<file path="src/rtl/div_issue_ctrl.sv">
// Issue-side controller for the iterative divider: accepts one M-extension div/rem op,
// resolves RISC-V corner cases locally, otherwise drives iter_div32 and returns a tagged result.
module div_issue_ctrl #(
  parameter int unsigned TAG_W   = 6,
  parameter int unsigned TIMEOUT = 64
) (
  input  logic             clk,
  input  logic             rst,
  input  logic             req_valid,
  output logic             req_ready,
  input  logic [4:0]       req_op,
  input  logic [31:0]      req_rs1,
  input  logic [31:0]      req_rs2,
  input  logic [TAG_W-1:0] req_tag,
  input  logic             flush,
  output logic             div_start,
  output logic [4:0]       div_op_sel,
  output logic [31:0]      div_rs1,
  output logic [31:0]      div_rs2,
  input  logic             div_busy,
  input  logic             div_done,
  input  logic [31:0]      div_result,
  output logic             cdb_valid,
  input  logic             cdb_ready,
  output logic [TAG_W-1:0] cdb_tag,
  output logic [31:0]      cdb_data,
  output logic             cdb_err
);

  localparam int unsigned CntW = $clog2(TIMEOUT + 1);

  typedef enum logic [1:0] {StIdle, StLaunch, StWait, StResp} state_e;

  state_e            state_q, state_d;
  logic [4:0]        op_q;
  logic [31:0]       rs1_q, rs2_q;
  logic [TAG_W-1:0]  tag_q;
  logic [31:0]       data_q, data_d;
  logic              err_q, err_d;
  logic              kill_q, kill_d;
  logic [CntW-1:0]   cnt_q, cnt_d;
  logic              div_start_q;

  logic              accept;
  logic              supported, div_zero, overflow, fast;
  logic [31:0]       fast_data;

  // Status only; the handshake relies on div_done and the watchdog.
  logic unused_busy;
  assign unused_busy = div_busy;

  assign accept = req_valid && req_ready;

  // Corner cases the divider is never asked to handle.
  always_comb begin
    supported = (req_op[4:2] == 3'b101);
    div_zero  = (req_rs2 == 32'h0);
    overflow  = !req_op[0] && (req_rs1 == 32'h8000_0000) && (req_rs2 == 32'hFFFF_FFFF);
    fast      = !supported || div_zero || overflow;
    fast_data = 32'h0;
    if (!supported) begin
      fast_data = 32'h0;
    end else if (div_zero) begin
      fast_data = req_op[1] ? req_rs1 : 32'hFFFF_FFFF;
    end else if (overflow) begin
      fast_data = req_op[1] ? 32'h0 : 32'h8000_0000;
    end
  end

  always_ff @(posedge clk) begin
    if (rst) begin
      state_q     <= StIdle;
      op_q        <= 5'h0;
      rs1_q       <= 32'h0;
      rs2_q       <= 32'h0;
      tag_q       <= '0;
      data_q      <= 32'h0;
      err_q       <= 1'b0;
      kill_q      <= 1'b0;
      cnt_q       <= '0;
      div_start_q <= 1'b0;
    end else begin
      state_q     <= state_d;
      data_q      <= data_d;
      err_q       <= err_d;
      kill_q      <= kill_d;
      cnt_q       <= cnt_d;
      div_start_q <= (state_d == StLaunch);
      if (accept) begin
        op_q  <= req_op;
        rs1_q <= req_rs1;
        rs2_q <= req_rs2;
        tag_q <= req_tag;
      end
    end
  end

  always_comb begin
    state_d = state_q;
    data_d  = data_q;
    err_d   = err_q;
    kill_d  = kill_q;
    cnt_d   = cnt_q;
    unique case (state_q)
      StIdle: begin
        if (accept) begin
          if (fast) begin
            state_d = StResp;
            data_d  = fast_data;
            err_d   = !supported;
          end else begin
            state_d = StLaunch;
          end
        end
      end
      StLaunch: begin
        cnt_d   = '0;
        kill_d  = kill_q || flush;
        state_d = StWait;
      end
      StWait: begin
        kill_d = kill_q || flush;
        if (div_done) begin
          data_d  = div_result;
          err_d   = 1'b0;
          state_d = (kill_q || flush) ? StIdle : StResp;
        end else if (cnt_q == CntW'(TIMEOUT - 1)) begin
          data_d  = 32'h0;
          err_d   = 1'b1;
          state_d = (kill_q || flush) ? StIdle : StResp;
        end else begin
          cnt_d = cnt_q + CntW'(1);
        end
      end
      StResp: begin
        if (flush || cdb_ready) begin
          state_d = StIdle;
        end
      end
      default: state_d = StIdle;
    endcase
    // A squashed op must not leak its kill into the next accept.
    if (state_d == StIdle) begin
      kill_d = 1'b0;
    end
  end

  always_comb begin
    req_ready  = (state_q == StIdle) && !flush;
    cdb_valid  = (state_q == StResp);
    cdb_tag    = tag_q;
    cdb_data   = data_q;
    cdb_err    = err_q;
    div_start  = div_start_q;
    div_op_sel = op_q;
    div_rs1    = rs1_q;
    div_rs2    = rs2_q;
  end

endmodule

</file>
<file path="config.mk">
export PLATFORM = sky130hd
export DESIGN_NAME = div_issue_ctrl
export DESIGN_NICKNAME = d
export VERILOG_FILES = /design/src/rtl/div_issue_ctrl.sv
export SDC_FILE = /design/constraint.sdc
export NUM_CORES = 1
export LEC_CHECK = 0
export ABC_AREA = 1
export CORE_ASPECT_RATIO = 0.9
export CORE_MARGIN = 2
export CORE_UTILIZATION = 68
export CTS_CLUSTER_DIAMETER = 30
export DETAILED_ROUTE_END_ITERATION = 8
export DONT_BUFFER_PORTS = 1
export PLACE_DENSITY = 0.8
export SYNTH_ARGS = -nofsm -noshare
export SYNTH_HDL_FRONTEND = slang
export SYNTH_SLANG_ARGS = --single-unit
</file>
<file path="constraint.sdc">
create_clock -name clk -period 3.3 [get_ports clk]
set_clock_uncertainty 0.2 [all_clocks]
set_input_delay 0.66 -clock clk [delete_from_list [all_inputs] [get_ports clk]]
set_output_delay 0.66 -clock clk [all_outputs]
set_load 0.02 [all_outputs]
</file>
==> key figures, run 1 <==
Pwr
  • Sw Ratio: 0.3571
  • Clock power frac: 0.404
  • Psw: 1.853 mW
  • Sequential share of power: 0.363
  • P_int: 3.336 mW
  • Worst VDD drop: 0.5683 mV
  • Pleak: 2.499 nW
  • Pwr Density: 830.2 nW/um^2
  • Combinational Power Share: 0.233

Detailed routing
  • Total Wirelength: 16580 um
  • 1st-iter DRT viols: 331
  • WL per Instance: 17.83 um
  • Drc violations: 0
  • DR pass1 iterations: 7
  • Routed vias: 5624
  • Post-route ant nets: 0
  • Via density: 6.047

Logic synthesis
  • Top FF cell, synth: dfxtp_1
  • Post-Syn Area: 5618 sq um
  • Flops & latches, synth: 119
  • Ys Warns: 0
  • Syn nets: 962
  • Synthesized area per cell: 6.672 sq um
  • Complex-gate fraction of the synthesized area: 0.1212
  • Post-synthesis sequential area ratio: 0.4241
  • Simple-Gate Fraction of Synth Area: 0.3670
  • Mapped Cells: 842
  • Adder-cell area share of the yosys netlist: 0.01336
  • XOR/XNOR Fraction of Synth Area: 0.001559
  • Largest family of logic cells by synthesized area: simple AND/OR/NAND/NOR gates
  • Mux cell area share after synthesis: 0
  • EDFF count, synth: 0
  • Synth async-reset ratio: 0
  • Synth cell types: 30

Clocking
  • CTS tree: yes
  • CTS hold repair buffers: 0
  • CTS root buffer: clkbuf_8
  • Setup bufs post-CTS: 0
  • Clock Path Buffers: 2
  • CTS Buf Count: 17
  • PostCTS Resize Cnt: 0
  • Clock Latency Late Sink: 0.51 ns
  • CTS Sinks: 119
  • H-tree Lvls: 4
  • CTS clock-pin slew for the worst setup and hold paths: 0.06 ns

Critical path
  • Crit path DAT: 2.99 ns
  • Worst path max stage delay: 0.56 ns
  • Crit path max-delay family: buffers and inverters
  • Path type of the worst setup path: reg2reg
  • CP Max Fanout: 57
  • R2R Setup Slk: 0.55 ns
  • Crit end category: flop
  • WP data required: 3.54 ns
  • Cells along the critical path: inv_1 > ha_1 > inv_1 > nor2_1 > buf_4 > nand2_2 > buf_4 > a21oi_1 > nand2_1 > nand3_1 > a21oi_1
  • Startpoint Class: flop
  • CP max-delay cell: buf_4
  • CP bufs+invs: 4

Cells and area
  • Design area: 6251 sq um
  • Fin nets: 938
  • Share of cells above drive strength 1: 0.07220
  • Area Growth Syn to Fin: 11.27%
  • Final core occ: 0.7786
  • # diodes: 0

Status
  • Status: finished, final reports clean

Floorplanning
  • Core ar.: 8029 sq um
  • Die Width: 99.81 um
  • Die Ht: 90.23 um
  • Ports: 225
  • Num rows: 31
  • Total die area: 9006 sq um
  • Initial Util: 0.6997

STA
  • Worst Tran Pin Value: 0.6226 ns
  • Final Hold Viols: 0
  • Final period util: 0.8327
  • RSZ-0062 raised after global routing: false
  • Slew margin rel.: 0.5839
  • Final Hold Slack: 0.02020 ns
  • Minimum clock period: 2.748 ns
  • Setup Viol. Count Final: 0
  • Maximum clock rate: 0.3639 GHz
  • Final slew viol count: 0
  • Sum of negative setup slack: 0 ns

Global route
  • First-pass GRT wire length: 26770 um
  • Pin count of the biggest net entering global routing: 106
  • Vias in the first global route: 5641
  • Initial antenna violation count: 0
  • Final global-route overflow total: 0
  • GRT Resource Usage Total: 0.3709

Worst hold path
  • Hold Path Class: in2reg

Job
  • Max-cap violations: 0

Place
  • Routability cong.: 0.8848
  • Area of placed instances: 5568 sq um
  • DP Wirelength: 11140 um
  • # port buffers: 0
-- flip-flops by register name, summed over array words and instances (netlist names) --
name and flops:
kill_q 1, div_rs2 32, div_op_sel 5, cdb_err 1
cnt_q 7, cdb_data 32, state_q 2, div_rs1 32
div_start 1, cdb_tag 6
-- logic make-up after synthesis --
kind of cell             count (synthesis)
AO/OA/AOI/OAI                          131
XOR/XNOR                                 1
adder cells (fa/ha/maj)                  6
buffers and inverters                   89
flip-flops                             119
AND/OR/NAND/NOR                        496
-- layout make-up --
cell class                      count  area (sq um)
Inverter                           32         122.6
Sequential cell                   119          2382
Tap cell                           99         123.9
Fill cell                         639          1778
Multi-Input combinational cell    634          2829
Timing Repair Buffer               14         120.1
Clock inverter                     14         245.2
Clock buffer                       18         427.9
-- Yosys cell counts, types with 5 or more instances --
library cell | n | share of area
buf_2 | 13 | 0.012
ha_1 | 6 | 0.013
a21oi_1 | 116 | 0.10
nor3_1 | 5 | 0.0045
nand3_1 | 39 | 0.035
buf_6 | 6 | 0.012
nand4_1 | 35 | 0.039
nand2_1 | 291 | 0.19
o21ai_0 | 9 | 0.0080
dfxtp_1 | 119 | 0.42
inv_1 | 29 | 0.019
clkbuf_1 | 32 | 0.021
nor2_1 | 115 | 0.077
-- metal layers --
layer | vias to the layer above | GRT usage | wire, um
met3 | 65 | 0.1330 | 1954
met2 | 334 | 0.6025 | 7771
met5 | - | 0 | 0
met4 | 0 | 0.1758 | 630
li1 | 2683 | - | -
met1 | 2542 | 0.4341 | 6225
-- worst reg2reg max path, delay by kind of cell, from the launching register on --
kind                       cells  cell delay (ns)
buffers and inverters          4             0.94
and+or+nand+nor                4             0.55
DFF                            1             0.42
adders and majority gates      1             0.30
AOI/OAI and AO/OA              2             0.27
-- metrics by stage --
| step | power, mW | worst slack [ns] | std cells |
|---|---|---|---|
| 2_1_floorplan | 2.930 | 1.053 | 842 |
| 3_3_place_gp | 3.037 | 0.6480 | 897 |
| 3_5_place_dp | 3.081 | 0.5771 | 897 |
| 4_1_cts | 5.170 | 0.5533 | 929 |
| 5_1_grt | 5.404 | 0.2986 | 930 |
| 6_report | 5.190 | 0.5521 | 930 |
-- cells in the final DEF, fill, tap and decap left out, types with 2 or more instances in the layout --
cell type / instances
ha_1: 6
nand3_4: 2
nand2_1: 290
a31oi_1: 2
nor3_1: 5
clkbuf_8: 2
nor2_2: 2
buf_4: 12
clkinv_4: 4
inv_2: 2
or2_2: 2
nand3_1: 39
dfxtp_1: 119
inv_6: 2
clkbuf_16: 16
or2_1: 2
nand4_1: 35
inv_1: 29
nor2_1: 115
bufinv_16: 6
nand2_2: 2
a21oi_1: 116
o21ai_0: 9
-- worst paths after layout --
path,from,end,cells after the start
worst min-delay path,rst,div_rs1[8],1
worst min register to register,cnt_q[5],cnt_q[5],1
worst max register to register,state_q[0],kill_q,11
worst max-delay path,state_q[0],kill_q,11
-- power by group through the flow --
| stage | Clock, mW | Combinational [mW] | Sequential, mW |
|---|---|---|---|
| after detailed placement | 0 | 1.17 | 1.91 |
| final | 2.10 | 1.21 | 1.88 |
| after global placement | 0 | 1.13 | 1.91 |
| after CTS | 2.10 | 1.19 | 1.88 |
| after floorplan | 0 | 1.06 | 1.87 |
| after global routing | 2.17 | 1.33 | 1.90 |
No activity file was read; power rests on OpenSTA's default activity.
==> run 2, diff against run 1 <==
Settings changed: ABC_AREA 1 to 0, CORE_UTILIZATION 68 to 63, PLACE_DENSITY 0.8 to 0.75.
Clock period 3.3 ns to 2.8 ns, I/O delays scaled along.
==> run 2 against run 1 <==
Flip-flop and latch count is the same; synthesized cell count down 23%; the run now ends with negative hold slack left; sequential share of layout area rose by 2.1 points; hold slack lost 0.11 ns; utilization decreased by 3.7 points; die area decreased by 1.1%; largest power group is now sequential cells.
==> key figures, run 2 <==
Status
  • Status: finished with violations
  • Failing checks: negative hold slack

STA
  • RSZ-0062 raised after global routing: false
  • Final period util: 0.9205 (+0.08779)
  • Slew margin rel.: 0.5084 (-0.07547)
  • Setup Viol. Count Final: 0 (unchanged)
  • Minimum clock period: 2.577 ns (-0.1705 ns)
  • Final Hold Slack: -0.09133 ns (-0.1115 ns)
  • Worst Tran Pin Value: 0.7365 ns (+0.1139 ns)
  • Final Hold Viols: 68 (+68)
  • Final slew viol count: 0 (unchanged)
  • Maximum clock rate: 0.3880 GHz (+6.6%)

Critical path
  • Path type of the worst setup path: reg2reg
  • R2R Setup Slk: 0.22 ns (-0.33 ns)
  • CP Max Fanout: 62 (+8.8%)
  • WP data required: 3.02 ns (-0.52 ns)
  • Crit path DAT: 2.79 ns (-0.20 ns)
  • Startpoint Class: flop
  • Crit end category: flop
  • Reg2reg path depth: 10 (-1)
  • R2R Path Start: state_q[0]
  • Worst R2R End: cdb_data[25]

Worst hold path
  • Critical hold path startpoint: rst
  • Hold EP: state_q[1]
  • Worst hold path depth: 1 (unchanged)
  • Hold Path Class: in2reg

Cells and area
  • Most common cell after layout, fill and taps aside: nand2_1
  • Area Growth Syn to Fin: 15.10%
  • Share of cells above drive strength 1: 0.1182 (+0.04598)
  • Fin cells: 759 (-18%)
  • Commonest cells after routing, fill and taps aside: nand2_1, dfxtp_1, a21oi_1
  • Filler cells: 615 (-3.8%)
  • # diodes: 0 (unchanged)
  • Fin nets: 767 (-18%)

Logic synthesis
  • Post-synthesis sequential area ratio: 0.4630 (+0.03898)
  • Syn nets: 770 (-20%)
  • Top cells by count, synth: nand2_1, dfxtp_1, a21oi_1
  • Synth top area share: 0.4630 (+0.03898)
  • EDFF count, synth: 0 (unchanged)
  • Top cells by area, synth: dfxtp_1, nand2_1, a21oi_1
  • Leading area contributor after synthesis: dfxtp_1
  • Synthesized area per cell: 7.915 sq um (+19%)
  • Mapped Cells: 650 (-23%)
  • Synth async-reset ratio: 0 (unchanged)
  • Flops & latches, synth: 119 (unchanged)
  • Top-count cell post-synth: nand2_1
  • Top FF cell, synth: dfxtp_1
  • Ys Warns: 0 (unchanged)
  • Synth cell types: 42 (+40%)
  • Post-Syn Area: 5145 sq um (-8.4%)

Pwr
  • Tot Pwr: 6.038 mW (+16%)
  • P_int: 3.917 mW (+17%)
  • Sequential share of power: 0.416 (+0.053)
  • Sw Ratio: 0.3514 (-0.005763)
  • Clock power frac: 0.367 (-0.037)
  • Worst VDD drop: 0.5714 mV (+0.54%)
  • Combinational Power Share: 0.217 (-0.016)
  • Psw: 2.122 mW (+14%)
  • Pleak: 1.944 nW (-22%)
  • Pwr Density: 1020 nW/um^2 (+23%)

Detailed routing
  • WL per Instance: 20.45 um (+15%)
  • Post-route ant nets: 0 (unchanged)
  • 1st-iter DRT viols: 423 (+28%)
  • Via density: 6.340 (+4.8%)
  • Routed vias: 4812 (-14%)
  • Drc violations: 0 (unchanged)
  • DR pass1 iterations: 8 (+1)
  • Total Wirelength: 15520 um (-6.4%)

Floorplanning
  • Die Width: 99.26 um (-0.56%)
  • Ports: 225 (unchanged)
  • Initial Util: 0.6439 (-0.05580)
  • Num rows: 31 (unchanged)
  • Core ar.: 7990 sq um (-0.48%)
  • Total die area: 8906 sq um (-1.1%)
  • Die Ht: 89.73 um (-0.55%)

Place
  • # port buffers: 0 (unchanged)
  • DP Wirelength: 10860 um (-2.5%)
  • Placed Cells: 720 (-20%)
  • Routability cong.: 0.9714 (+9.8%)

Global route
  • Vias in the first global route: 4672 (-17%)
  • Pin count of the biggest net entering global routing: 114 (+7.5%)
  • GRT Resource Usage Total: 0.3391 (-0.03178)
  • Final global-route overflow total: 0 (unchanged)
  • Initial antenna violation count: 0 (unchanged)
  • First-pass GRT wire length: 24060 um (-10%)

Clocking
  • Clock Latency Late Sink: 0.52 ns (about the same)
  • Clock Path Buffers: 2 (unchanged)
  • CTS clock-pin slew for the worst setup and hold paths: 0.06 ns (about the same)
  • H-tree Lvls: 4 (unchanged)
  • CTS Sinks: 119 (unchanged)
  • CTS Buf Count: 17 (unchanged)
  • CTS root buffer: clkbuf_8
  • CTS tree: yes

Job
  • Max-cap violations: 0 (unchanged)
==> run 2: cell types whose count changed after synthesis, moves of 7 or more <==
cell | previous run | this run
inv_1 | 29 | 6
clkbuf_1 | 32 | 39
nor4_1 | 0 | 20
o21ai_0 | 9 | 38
a311oi_1 | 1 | 13
nor2_1 | 115 | 48
a311oi_2 | 0 | 20
buf_2 | 13 | 2
a21oi_1 | 116 | 78
nand2_1 | 291 | 194
nand4_1 | 35 | 14
nand3_1 | 39 | 2
==> run 2: layout make-up <==
| cell class | instances | area (sq um) | share of cell area |
|---|---|---|---|
| multi-input cells | 478 | 2560 | 0.4323 |
| repair buffers | 25 | 221.5 | 0.03740 |
| inverters | 6 | 22.52 | 0.003803 |
| well taps | 99 | 123.9 | 0.02092 |
| clock inverters | 13 | 170.2 | 0.02873 |
| flip-flops and latches | 119 | 2382 | 0.4023 |
| clock buffers | 19 | 441.7 | 0.07458 |
==> run 2: worst max-delay path by stage <==
stage                      from           end  slack, ns  cells past startpoint
floorplan           req_rs1[10]  cdb_data[10]       0.17                      8
global placement    req_rs1[10]  cdb_data[17]      -0.21                      8
detailed placement  req_rs1[10]   cdb_data[6]      -0.26                      8
CTS                  state_q[0]    state_q[1]       0.04                      7
global route        req_rs1[10]   cdb_data[2]       0.10                      8
finish               state_q[0]  cdb_data[25]       0.22                     10
==> run 2: through the flow <==
stage / utilization / setup WS, ns / area (sq um) / TNS, ns
final: 0.7412 / 0.2226 / 5922 / 0
after global routing: 0.7412 / 0.1025 / 5922 / 0
after CTS: 0.7321 / 0.04353 / 5849 / 0
after detailed placement: 0.6542 / -0.2608 / 5228 / -7.604
after global placement: 0.6542 / -0.2097 / 5228 / -6.989
after floorplan: - / 0.1745 / 5145 / 0
==> run 2: layer usage <==
| layer | part of all wire | vias to the layer above | track usage | wire (um) |
|---|---|---|---|---|
| li1 | - | 2256 | - | - |
| met1 | 0.39 | 2260 | 0.4364 | 6062 |
| met2 | 0.47 | 263 | 0.5265 | 7345 |
| met3 | 0.11 | 33 | 0.1205 | 1715 |
| met4 | 0.026 | 0 | 0.1221 | 396 |
| met5 | 0 | - | 0 | 0 |
==> run 2: power by group through the flow <==
stage / Clock, mW / Sequential, mW / Combinational, mW
after detailed placement: 0 / 2.55 / 1.27
final: 2.22 / 2.51 / 1.31
after global routing: 2.31 / 2.54 / 1.48
after global placement: 0 / 2.54 / 1.21
after CTS: 2.23 / 2.51 / 1.29
after floorplan: 0 / 2.47 / 1.06
==> run 2: worst max-delay path, stage by stage, from the launching register on <==
cell and delay (ns):
dfxtp_1 0.41, inv_1 0.12, ha_1 0.22, nor2b_1 0.15, nor2_1 0.15, o21ai_0 0.11
a31oi_1 0.37, nor2_4 0.08, buf_12 0.21, buf_4 0.17, a311oi_1 0.25
==> run 2: repair_timing <==
| action | CTS | global route |
|---|---|---|
| setup endpoints to repair | 0 | 5 |
| hold buffers | 1 | 6 |
| hold endpoints to repair | 110 | 107 |
| resized for setup | 0 | 3 |
| buffers inserted | 0 | 0 |
==> run 2: logic make-up after synthesis <==
kind of cell / after synthesis / share of synthesized area
adder cells (fa/ha/maj): 6 / 0.01459
flip-flops: 119 / 0.4630
buffers and inverters: 53 / 0.04426
AND/OR/NAND/NOR: 308 / 0.2607
XOR/XNOR: 4 / 0.006811
AO/OA/AOI/OAI: 159 / 0.2084
multiplexers: 1 / 0.002189
